`config.mk`:
```
export PLATFORM = sky130hd
export DESIGN_NAME = fifo_drain_ctrl
export DESIGN_NICKNAME = d
export VERILOG_FILES = /design/src/rtl/fifo_drain_ctrl.sv
export SDC_FILE = /design/constraint.sdc
export NUM_CORES = 1
export LEC_CHECK = 0
export ABC_AREA = 0
export CAP_MARGIN = 5
export CELL_PAD_IN_SITES_DETAIL_PLACEMENT = 1
export CELL_PAD_IN_SITES_GLOBAL_PLACEMENT = 2
export CORE_ASPECT_RATIO = 1.4
export CORE_MARGIN = 1
export CORE_UTILIZATION = 33
export DETAILED_ROUTE_END_ITERATION = 8
export PLACE_DENSITY = 0.82
export SLEW_MARGIN = 20
export SYNTH_ARGS = -nofsm -noshare
export SYNTH_HDL_FRONTEND = slang
export SYNTH_SLANG_ARGS = --single-unit
```
`constraint.sdc`:
```
create_clock -name R_CLK -period 2.81 [get_ports R_CLK]
set_clock_uncertainty 0.05 [all_clocks]
set_input_delay 0.7025 -clock R_CLK [delete_from_list [all_inputs] [get_ports R_CLK]]
set_output_delay 0.7025 -clock R_CLK [all_outputs]
set_load 0.01 [all_outputs]
```
`src/rtl/fifo_drain_ctrl.sv`:
```
// Read-side drain controller: pops an async FIFO into a 2-entry skid buffer.
// Define DRAIN_STATS_EN to add saturating RD_CNT / DROP_CNT statistics outputs.
module fifo_drain_ctrl #(
    parameter int DATA_WIDTH = 8,
    parameter int CNT_WIDTH  = 16
) (
    input  logic                  R_CLK,
    input  logic                  R_RST,
    input  logic                  EN,
    input  logic                  FLUSH,
    input  logic                  EMPTY,
    input  logic [DATA_WIDTH-1:0] RD_DATA,
    output logic                  R_INC,
    output logic [DATA_WIDTH-1:0] OUT_DATA,
    output logic                  OUT_VALID,
    input  logic                  OUT_READY,
    output logic                  BUSY
`ifdef DRAIN_STATS_EN
    ,
    output logic [CNT_WIDTH-1:0]  RD_CNT,
    output logic [CNT_WIDTH-1:0]  DROP_CNT
`endif
);

    typedef enum logic [1:0] {
        S_IDLE  = 2'd0,
        S_RUN   = 2'd1,
        S_FLUSH = 2'd2
    } state_t;

    state_t                r_state;
    state_t                w_state_nxt;
    logic [DATA_WIDTH-1:0] r_buf [2];
    logic                  r_head;
    logic [1:0]            r_occ;
    logic [1:0]            w_occ_adv;
    logic                  w_inc;
    logic                  w_push;
    logic                  w_acc;
    logic                  w_tail;
    logic                  w_flush_entry;

    always_ff @(posedge R_CLK or negedge R_RST) begin
        if (!R_RST) begin
            r_state <= S_IDLE;
        end else begin
            r_state <= w_state_nxt;
        end
    end

    // FLUSH overrides every other transition
    always_comb begin
        w_state_nxt = r_state;
        if (FLUSH) begin
            w_state_nxt = S_FLUSH;
        end else begin
            unique case (r_state)
                S_IDLE:  if (EN) w_state_nxt = S_RUN;
                S_RUN:   if (!EN) w_state_nxt = S_IDLE;
                S_FLUSH: w_state_nxt = S_IDLE;
                default: w_state_nxt = S_IDLE;
            endcase
        end
    end

    // pop decision uses only registered occupancy, never OUT_READY
    always_comb begin
        w_inc = 1'b0;
        unique case (r_state)
            S_RUN:   w_inc = !EMPTY && (r_occ != 2'd2);
            S_FLUSH: w_inc = !EMPTY;
            default: w_inc = 1'b0;
        endcase
        w_inc = w_inc && R_RST;
    end

    assign R_INC         = w_inc;
    assign OUT_VALID     = (r_occ != 2'd0);
    assign OUT_DATA      = r_buf[r_head];
    assign BUSY          = (r_state != S_IDLE) || (r_occ != 2'd0);
    assign w_push        = w_inc && (r_state == S_RUN);
    assign w_acc         = OUT_VALID && OUT_READY;
    assign w_tail        = r_head ^ r_occ[0];
    assign w_flush_entry = FLUSH && (r_state != S_FLUSH);

    always_comb begin
        w_occ_adv = r_occ;
        unique case ({w_push, w_acc})
            2'b10:   w_occ_adv = r_occ + 2'd1;
            2'b01:   w_occ_adv = r_occ - 2'd1;
            default: w_occ_adv = r_occ;
        endcase
    end

    always_ff @(posedge R_CLK or negedge R_RST) begin
        if (!R_RST) begin
            r_buf[0] <= '0;
            r_buf[1] <= '0;
            r_head   <= 1'b0;
            r_occ    <= 2'd0;
        end else begin
            if (w_push) begin
                r_buf[w_tail] <= RD_DATA;
            end
            if (w_flush_entry || (r_state == S_FLUSH)) begin
                r_occ <= 2'd0;
            end else begin
                r_occ <= w_occ_adv;
                if (w_acc) begin
                    r_head <= ~r_head;
                end
            end
        end
    end

`ifdef DRAIN_STATS_EN
    logic [CNT_WIDTH-1:0] r_rd_cnt;
    logic [CNT_WIDTH-1:0] r_drop_cnt;
    logic [1:0]           w_drop_add;
    logic [CNT_WIDTH:0]   w_drop_sum;

    // words lost at entry are whatever the buffer would have held after the edge
    always_comb begin
        w_drop_add = 2'd0;
        if (w_flush_entry) begin
            w_drop_add = w_occ_adv;
        end else if ((r_state == S_FLUSH) && w_inc) begin
            w_drop_add = 2'd1;
        end
    end

    assign w_drop_sum = {1'b0, r_drop_cnt}
                      + {{(CNT_WIDTH-1){1'b0}}, w_drop_add};

    always_ff @(posedge R_CLK or negedge R_RST) begin
        if (!R_RST) begin
            r_rd_cnt   <= '0;
            r_drop_cnt <= '0;
        end else begin
            if (w_acc && (r_rd_cnt != '1)) begin
                r_rd_cnt <= r_rd_cnt + {{(CNT_WIDTH-1){1'b0}}, 1'b1};
            end
            if (w_drop_sum[CNT_WIDTH]) begin
                r_drop_cnt <= '1;
            end else begin
                r_drop_cnt <= w_drop_sum[CNT_WIDTH-1:0];
            end
        end
    end

    assign RD_CNT   = r_rd_cnt;
    assign DROP_CNT = r_drop_cnt;
`else
    logic [CNT_WIDTH-1:0] w_cnt_unused;
    assign w_cnt_unused = '0;
`endif

endmodule

```
* Word level (Yosys, flattened, before mapping)
Index checks and enable logic that the tools add are counted.
** Storage, ports and cells
- Memory bits (read-only) :: 0
- Register bits :: 21
- Logic and storage cells :: 51
- Memories kept :: 0
- Memory bits (writable) :: 0
- Bits in latches :: 0
** Operators by class
- Multiply operators :: 0
- Equality and inequality tests :: 8
- Reductions and logical operators :: 15
- Add/sub/neg operators :: 2
- $lt $le $gt $ge :: 3
- Shifts and indexed selects :: 0
- Div/mod/pow operators :: 0
- Bitwise logic cells :: 5
- Mux-type cells :: 13
** Operator list (number)
- 2-to-1 mux 8 bit :: 4
- bitwise mux 16 bit :: 1
- demux 8 bit (select 1 bit) :: 1
- 2-to-1 mux 2 bit :: 4
- one-hot mux 2 bit (2 select lines) :: 2
- logical AND 1 bit :: 6
- != test 3 bit (second input constant) :: 2
- == test 2 x 1 -> 1 bit (second input constant) :: 2
- == test 2 bit (second input constant) :: 2
- greater-or-equal comparator 2 bit (second input constant) :: 2
- != test 2 bit (second input constant) :: 2
- NOT 1 -> 2 bit :: 2
- AND reduction 2 bit :: 2
- nonzero test 2 bit :: 2
- nonzero test 3 bit :: 1
- adder 2 x 1 -> 2 bit (second input constant) :: 1
- zero test 2 bit :: 1
- logical OR 1 bit :: 2
- less-than comparator 2 x 1 -> 1 bit (second input constant) :: 1
- NOT 1 bit :: 2
- one-hot mux 1 bit (2 select lines) :: 1
- subtractor 2 x 1 -> 2 bit (second input constant) :: 1
- zero test 1 bit :: 1
- bitwise XOR 1 bit :: 1

* Depth between registers and ports, before layout
- Depth after elaboration :: 8
- Depth in mapped cells :: 8
- Mapped depth without buffers :: 8

* Worst setup path before layout
No wires, ideal clock.
- Path type :: input to register
- Start point :: input port EMPTY
- End point :: register r_occ[1]
- Arrival time :: 2128 ps
- Setup time :: 77 ps
- Stages on the path :: 5
- Slack :: 555 ps
- Path buffers :: 0
- Path through :: nand4b_1 > or2_2 > ha_1 > or3_1 > a21oi_1
** Between the ends
- Word-level cells in the longest chain between the ends :: 8
- Elaborated cells on any way between the ends :: 10
** Ends and longest elaborated chain
- from (decl) :: line 11 : input logic EMPTY,
- zero test 1 bit (*) :: line 70, 71
- logical AND 1 bit :: line 70 : S_RUN: w_inc = !EMPTY && (r_occ != 2'd2);
- one-hot mux 1 bit (2 select lines) (*) :: line 69 : unique case (r_state)
- logical AND 1 bit (*) :: line 74 : w_inc = w_inc && R_RST;
- logical AND 1 bit (*) :: line 81 : assign w_push = w_inc && (r_state == S_RUN);
- == test 2 x 1 -> 1 bit or == test 2 bit (tied branches) :: line 88 : unique case ({w_push, w_acc})
- one-hot mux 2 bit (2 select lines) :: line 88
- 2-to-1 mux 2 bit :: line 105 : if (w_flush_entry || (r_state == S_FLUSH)) begin
- to (signal assigned) :: line 108 : r_occ <= w_occ_adv;
- to (decl) :: line 35 : logic [1:0] r_occ;
Mark *: on every way between the ends. The rest lies on a longest branch, timed or not.
A chain may end at the register's enable or synchronous reset.

* Worst setup path after layout
- Start point :: input port R_RST
- End point :: output port R_INC
** Between the ends
- Word-level cells in the longest chain between the ends :: 1
** Ends and longest elaborated chain
- from (decl) :: line 8 : input logic R_RST,
- logical AND 1 bit :: line 74
- to (decl) :: line 13 : output logic R_INC,
Every way passes these cells.

==> flow_summary.yaml <==
outcome:
  outcome: "finished, final reports clean"
clock_tree:
  clk_pin_slew_worst_paths_ns: 0.07
  htreeDepth: 1
  post_cts_buffers: 0
  insertion_delay_ns: 0.26
  cts-resized-gates: 0
  clkSinkCount: 21
  cts_max_path_buffers: 2
  cts_buffers: 3
  cts_hold_buf: 0
  cts_tree: "yes"
  cts-root-buf: "clkbuf_8"
yosys:
  ys_seq_elements: 21
  yosysWarnings: 0
  synth_cells: 83
  synthFlopType: "dfrtp_1"
  synth_seq_area_share: 0.473
  syn_avg_cell_area_sq_um: 13.4
  async_flop_share: 1.00
  synth_edf_count: 0
  synth_area_sq_um: 1110
  synth_fp_nets: 101
  yosysUniqueCellTypes: 24
drt:
  ant_nets: 0
  routed_wl_um: 2130
  via_count: 740
  wire_per_inst_um: 14.0
  drt_iter0_markers: 12
  via_per_inst: 4.87
  drc: 0
  drt-pass1-iter-count: 3
grt:
  grt_pass1_vias: 830
  track_usage: 0.140
  grt_pass1_wl_um: 3740
  grt_start_max_net_pins: 22
  met2_usage: 0.254
  grt_antenna_before_repair: 0
  global_route.usage.met3: 0.0323
  top_usage_layer: "met2"
  grt.met1_usage: 0.155
  gr-total-overflow: 0
floorplanning:
  start_util: 0.352
  pin_count: 25
  die_w_um: 51.0
  coreArea_sq_um: 3150
  row_count: 24
  die_y_um: 70.7
  die_area_sq_um: 3610
layout:
  multiInputGateArea_sq_um: 552
  nFillCells: 343
  drive_above_1_share: 0.345
  utilization: 0.462
  final-seq-area_sq_um: 526
  nNetsFinal: 132
  diodes: 0
  area_delta_synth_final_pct: 31.2
  final_cell_mix: "mux2_2 (24), clkdlybuf4s50_1 (24), dfrtp_1 (21)"
hold_path:
  hp-start: "r_buf[4]"
  holdPathEnd: "r_buf[4]"
  hold_path_depth: 1
  min_path_type: "flip-flop to flip-flop"
sta:
  rsz0062_at_grt: "false"
  whs_ns: 0.459
  hold_viol: 0
  finalSetupViolations: 0
  fin_tns_setup_ns: 0
  tightest_slew_ns: 0.528
  maxSlewHeadroom: 0.648
  fmax_ghz: 0.369
  slew_violations: 0
  fin_ws_ns: 0.0982
  final.period_utilization: 0.965
  post-route-min-period_ns: 2.71
power:
  ir_drop_mv: 0.273
  leakage_uw: 0.000643
  power.density_nw_per_um2: 463
place:
  hpwl_um: 1650
  dpl_worst_slack_ns: 0.0971
  gp_congestion: 0.754
  numPortBuffers: 24
setup_path:
  r2r_start: "r_state[0]"
  start_kind: "primary input"
  cp_common_cell: "clkdlybuf4s50_1"
  crit_path_top_delay_cell: "clkdlybuf4s50_1"
  cp_slowest_stage_delay_ns: 0.52
  cp.arrival_ns: 1.96
  reg2reg_setup_slack_ns: 0.61
  path_max_fanout: 3
  crit_required_ns: 2.06
  worst_r2r_endpoint: "r_occ[1]"
  critPathKind: "primary input to primary output"
  endpoint_kind: "primary output"
  worstRegToRegCells: 7
  path_cells: "clkdlybuf4s50_1 > and4bb_2 > clkdlybuf4s50_1"
flow_run:
  maxCapViolCount: 0
==> worst max-delay path, delay by kind of cell <==
kind          cells  cell delay, ns
buf+inv           2            1.03
simple gates      1            0.23
==> logic make-up (layout without fill, tap and decap cells) <==
group           Yosys count  in the layout  synth area share
simple gates             16             16             0.119
flops                    21             21             0.473
compound gates            8              8            0.0405
xor+xnor                  4              4            0.0484
mux                      24             24             0.243
fa+ha+maj                 4              4            0.0450
buf+inv                   6             36            0.0304
==> metal layers <==
metal	vias up	share of wire
li1	350	-
met1	364	0.40
met2	21	0.53
met3	5	0.049
met4	0	0.015
met5	-	0
==> registers in the layout, indices dropped and copies added, names as in the netlist <==
signal   cells
r_buf       16
r_occ        2
r_state      2
r_head       1
==> cell type report <==
cell class,count,share of cell area
timing repair buffer,28,0.185
inverter,4,0.0103
clock inverter,1,0.00343
tap,39,0.0335
sequential,21,0.361
multi-input combinational,56,0.379
clock buffer,3,0.0283
==> how the worst max path moves through the flow <==
stage | startpoint | end | slack (ns) | depth (start not counted)
2_1_floorplan | EMPTY | r_occ[1] | 0.55 | 5
3_3_place_gp | R_RST | R_INC | 0.11 | 3
3_5_place_dp | R_RST | R_INC | 0.1 | 3
4_1_cts | R_RST | R_INC | 0.09 | 3
5_1_grt | R_RST | R_INC | 0.04 | 3
6_report | R_RST | R_INC | 0.1 | 3
==> through the flow <==
stage	instances	cell area (sq um)	power (uW)
floorplan	83	1110	409
global placement	148	1410	485
detailed placement	148	1410	489
CTS	152	1460	687
global route	152	1460	711
finish	152	1460	674
==> cells in the mapped netlist, drive strengths merged, types with 2 or more instances <==
cell,count,share of area
nand2,2,0.0068
or2,2,0.011
o21ai,2,0.0090
buf,2,0.017
xnor2,3,0.041
nor3b,2,0.034
dfrtp,21,0.47
a21oi,4,0.018
inv,4,0.014
ha,4,0.045
nor2,3,0.010
mux2,24,0.24
==> power breakdown <==
group	total, uW	leakage, uW	internal, uW	switching, uW
clock	193	0.0000255	98.6	94.6
combinational	145	0.000332	93.1	51.7
sequential	336	0.000286	324	12.1
total	674	0.000643	516	158
Power figures use the tool's default switching activity.
